$ cat src/rtl/fwft_fifo_serializer.sv
// rtl/fwft_fifo_serializer.sv - pops wide FWFT FIFO words and emits them as narrow valid/ready beats
// Optional build macro: FWFT_SER_MSB_FIRST_EN (emit most-significant slice of each word first)
module fwft_fifo_serializer #(
  parameter int IN_WIDTH  = 32,
  parameter int OUT_WIDTH = 8
) (
  input  logic                 clk,
  input  logic                 rst,
  input  logic [IN_WIDTH-1:0]  fifo_dout,
  input  logic                 fifo_empty,
  output logic                 fifo_read,
  output logic [OUT_WIDTH-1:0] out_data,
  output logic                 out_valid,
  input  logic                 out_ready,
  output logic                 out_last,
  output logic                 busy
);

  localparam int RATIO  = IN_WIDTH / OUT_WIDTH;
  localparam int CWIDTH = $clog2(RATIO);

  localparam logic [0:0] IDLE = 1'b0;
  localparam logic [0:0] SEND = 1'b1;

  localparam logic [CWIDTH-1:0] LAST_CNT = CWIDTH'(RATIO - 1);

  logic [0:0]          state_q, state_d;
  logic [CWIDTH-1:0]   cnt_q, cnt_d;
  logic [IN_WIDTH-1:0] shreg_q, shreg_d;

  logic sending;
  logic handshake;
  logic last_beat;

  assign sending   = (state_q == SEND);
  assign handshake = sending && out_ready;
  assign last_beat = sending && (cnt_q == LAST_CNT);

  // A pop happens either to fill an idle engine or to chain the next word
  // onto the handshake of the final beat, so consecutive words have no gap.
  assign fifo_read = !rst && !fifo_empty &&
                     ((state_q == IDLE) || (handshake && last_beat));

  assign out_valid = sending;
  assign busy      = sending;
  assign out_last  = last_beat;

`ifdef FWFT_SER_MSB_FIRST_EN
  assign out_data = shreg_q[IN_WIDTH-1 -: OUT_WIDTH];
`else
  assign out_data = shreg_q[OUT_WIDTH-1:0];
`endif

  // Next-state: load on pop, otherwise advance one slice per accepted beat.
  always_comb begin
    state_d = state_q;
    cnt_d   = cnt_q;
    shreg_d = shreg_q;
    if (fifo_read) begin
      shreg_d = fifo_dout;
      cnt_d   = '0;
      state_d = SEND;
    end else if (handshake) begin
`ifdef FWFT_SER_MSB_FIRST_EN
      shreg_d = shreg_q << OUT_WIDTH;
`else
      shreg_d = shreg_q >> OUT_WIDTH;
`endif
      if (last_beat) begin
        state_d = IDLE;
      end else begin
        cnt_d = cnt_q + 1'b1;
      end
    end
  end

  // State registers; reset discards any partially sent word.
  always_ff @(posedge clk) begin
    if (rst) begin
      state_q <= IDLE;
      cnt_q   <= '0;
      shreg_q <= '0;
    end else begin
      state_q <= state_d;
      cnt_q   <= cnt_d;
      shreg_q <= shreg_d;
    end
  end

endmodule

$ cat config.mk
export PLATFORM = sky130hd
export DESIGN_NAME = fwft_fifo_serializer
export DESIGN_NICKNAME = d
export VERILOG_FILES = /design/src/rtl/fwft_fifo_serializer.sv
export SDC_FILE = /design/constraint.sdc
export NUM_CORES = 1
export LEC_CHECK = 0
export BUFFER_PORTS_ARGS = -buffer_cell sky130_fd_sc_hd__buf_4
export CORE_MARGIN = 3
export CORE_UTILIZATION = 28
export DETAILED_ROUTE_END_ITERATION = 8
export PLACE_DENSITY_LB_ADDON = 0.05
export SKIP_CTS_REPAIR_TIMING = 1
export SLEW_MARGIN = 20
export SYNTH_ARGS = -nofsm -noshare
export SYNTH_HDL_FRONTEND = slang
export SYNTH_SLANG_ARGS = --single-unit
$ cat constraint.sdc
create_clock -name clk -period 1.55 [get_ports clk]
set_input_delay 0.155 -clock clk [delete_from_list [all_inputs] [get_ports clk]]
set_output_delay 0.155 -clock clk [all_outputs]
set_load 0.005 [all_outputs]
==> impl_metrics.env <==
export IMPL_outcome="finished clean"
export IMPL_synth_cells=206
export IMPL_overflow=0
export IMPL_ir_drop_uv=318
export IMPL_vias=1671
export IMPL_seqPwrFrac=0.470
export IMPL_period_needed_ns=1.48
export IMPL_port_buffers=47
export IMPL_final_cell_mix="buf_4 (51), nand3_1 (40), dfxtp_1 (32)"
export IMPL_fin_skew_ns=0.0103
export IMPL_maxCapViolations=0
export IMPL_htreeDepth=2
export IMPL_die_area_um2=7640
export IMPL_slew_headroom=0.814
export IMPL_antenna_found_initial=0
export IMPL_yosysSeqAreaShare=0.378
export IMPL_reg2reg_depth=6
export IMPL_via_per_inst=5.29
export IMPL_required_ns=1.39
export IMPL_synth_area_leaders="dfxtp_1 (38%), nand3_1 (11%), a311oi_2 (8.9%)"
export IMPL_ys_types=26
export IMPL_synth_top_area_frac=0.378
export IMPL_grt_pass1_wl_mm=8.98
export IMPL_crit_type="flop to primary output"
export IMPL_row_count=29
export IMPL_cts_buffers=5
export IMPL_grt_max_degree=34
export IMPL_die_w_um=87.4
export IMPL_root_buffer="clkbuf_8"
export IMPL_hold_viol_final=0
export IMPL_synth_compound_area_share=0.255
export IMPL_critPathMaxFanout=13
export IMPL_synthXorXnorAreaFrac=0.00472
export IMPL_fillCellCount=693
export IMPL_drt_iter0_drc=74
export IMPL_slew_viol_final=0
export IMPL_synth_largest_area_cell="dfxtp_1"
export IMPL_syn_to_final_growth_pct=25.8
export IMPL_yosys_area_share_simple=0.216
export IMPL_hold_class="input pin to flop"
export IMPL_rr_startpoint="cnt_q[0]"
export IMPL_yosysWarningCount=0
export IMPL_power_mw=2.17
export IMPL_p_int_mw=1.52
export IMPL_p_leak_nw=0.843
export IMPL_core_area_um2=6390
export IMPL_synthAdderAreaFrac=0.00675
export IMPL_rr_endpoint="shreg_q[13]"
export IMPL_cellPowerDensity_nw_per_um2=929
export IMPL_first_pass_iters=3
export IMPL_cts_tree="yes"
export IMPL_ys_ff_latch=35
export IMPL_wl_per_cell_um=17.2
export IMPL_crit_arrival_ns=1.32
export IMPL_avgSynthCellArea_um2=9.00
export IMPL_final_common_cell="buf_4"
export IMPL_endpoint="fifo_read"
export IMPL_postRouteAntennaNets=0
export IMPL_p_comb_frac=0.223
export IMPL_clk_pin_slew_ns=0.07
export IMPL_critPathLaunch="cnt_q[0]"
export IMPL_num_antenna_cells=0
export IMPL_num_io_pins=48
export IMPL_rsz0062_at_grt="false"
export IMPL_clock_sinks=35
export IMPL_insertion_delay_ns=0.29
export IMPL_p_sw_uw=641
export IMPL_p_sw_frac=0.296
export IMPL_fin_nets=275
export IMPL_start_kind="flop"
export IMPL_grt_pass1_vias=1822
export IMPL_syn_nets=243
export IMPL_worst_hold_slack_ns=0.0647
export IMPL_reg2reg_slack_ns=0.13
export IMPL_gp_congestion=0.714
export IMPL_cts_buffer_depth=2
export IMPL_drive_above_1_share=0.356
export IMPL_drcViolationCount=0
export IMPL_initial_utilization=0.290
export IMPL_dp_hpwl_mm=3.48
export IMPL_tightestPinTransition_ns=0.278
export IMPL_synth_top_family_by_area="compound AO/OA/AOI/OAI gates"
export IMPL_finalSetupViolCount=0
export IMPL_wl_mm=5.45
export IMPL_cp_end_kind="primary output"
export IMPL_die_h_um=87.4
export IMPL_syn_cell_area_um2=1850
export IMPL_grt_usage=0.151
export IMPL_muxShareOfSynthArea=0.00540
export IMPL_fin_crit_sh=0.955
export IMPL_clock_fmax_ghz=0.676
export IMPL_clkPwrFrac=0.306
-- synth_stat cells --
cell	count
buf_12	1
buf_2	9
nand2_8	1
nand3_1	40
nand2_1	1
mux2i_1	1
xor2_1	1
nor2_1	2
nor2_2	1
dfxtp_1	35
or2_1	1
a21oi_1	9
o21ai_0	6
clkbuf_1	3
a311oi_2	11
o21ai_1	18
buf_6	6
a311oi_1	13
a21boi_4	1
nand3b_1	1
a21bo_1	1
buf_4	14
or3_1	1
nor3_1	26
ha_1	1
and2_1	2
-- cell families after synthesis --
family	Yosys count
mux	1
flops	35
buf+inv	33
xor+xnor	1
fa+ha+maj	1
simple gates	76
compound gates	59
-- routing by layer --
| metal | GRT usage | routed length, um | vias up | part of all wire |
|---|---|---|---|---|
| met5 | 0 | 0 | - | 0 |
| met3 | 0.0445 | 250 | 2 | 0.046 |
| met4 | 0.0474 | 29 | 0 | 0.0053 |
| met1 | 0.184 | 2500 | 807 | 0.46 |
| met2 | 0.253 | 2660 | 30 | 0.49 |
| li1 | - | - | 832 | - |
-- state kept, by name (all words and copies together), names as in the netlist --
name and count:
busy 1, shreg_q 32, cnt_q 2
-- power groups by stage --
stage / registers, mW / clock network, mW / logic [mW]
after floorplan: 1.02 / 0 / 0.333
after global placement: 1.03 / 0 / 0.467
after detailed placement: 1.04 / 0 / 0.476
after CTS: 1.02 / 0.691 / 0.477
after global routing: 1.03 / 0.718 / 0.535
final: 1.02 / 0.663 / 0.484
-- worst min-delay path by stage --
stage / from / endpoint / slack, ns / cells past startpoint
after floorplan: fifo_empty / busy / 0.25 / 1
final: fifo_empty / busy / 0.06 / 2
after global placement: fifo_empty / busy / 0.37 / 2
after CTS: fifo_empty / busy / 0.06 / 2
after detailed placement: fifo_empty / busy / 0.37 / 2
after global routing: fifo_empty / busy / 0.05 / 2
-- critical path: stages, from the launching register on --
cell and delay, ns:
dfxtp_2 0.34, ha_4 0.17, a21boi_4 0.18, buf_12 0.15
nor2_2 0.05, buf_4 0.13
-- per-stage QoR --
stage          area (um2)  std cells  worst slack [ns]  TNS, ns  utilization
2_1_floorplan        1850        206             0.218        0            -
3_3_place_gp         2200        306             0.147        0        0.344
3_5_place_dp         2200        306            0.0781        0        0.344
4_1_cts              2280        314            -0.123   -0.123        0.357
5_1_grt              2330        316           0.00138        0        0.365
6_report             2330        316            0.0701        0        0.365
-- layout make-up --
class                   count  area [um2]  area share
well taps                  77        96.3      0.0413
clock buffers               5        68.8      0.0295
flip-flops and latches     35         704       0.302
multi-input cells         138         920       0.394
repair buffers             58         528       0.226
clock inverters             3        15.0     0.00644
(Power assumes the default switching activity.)
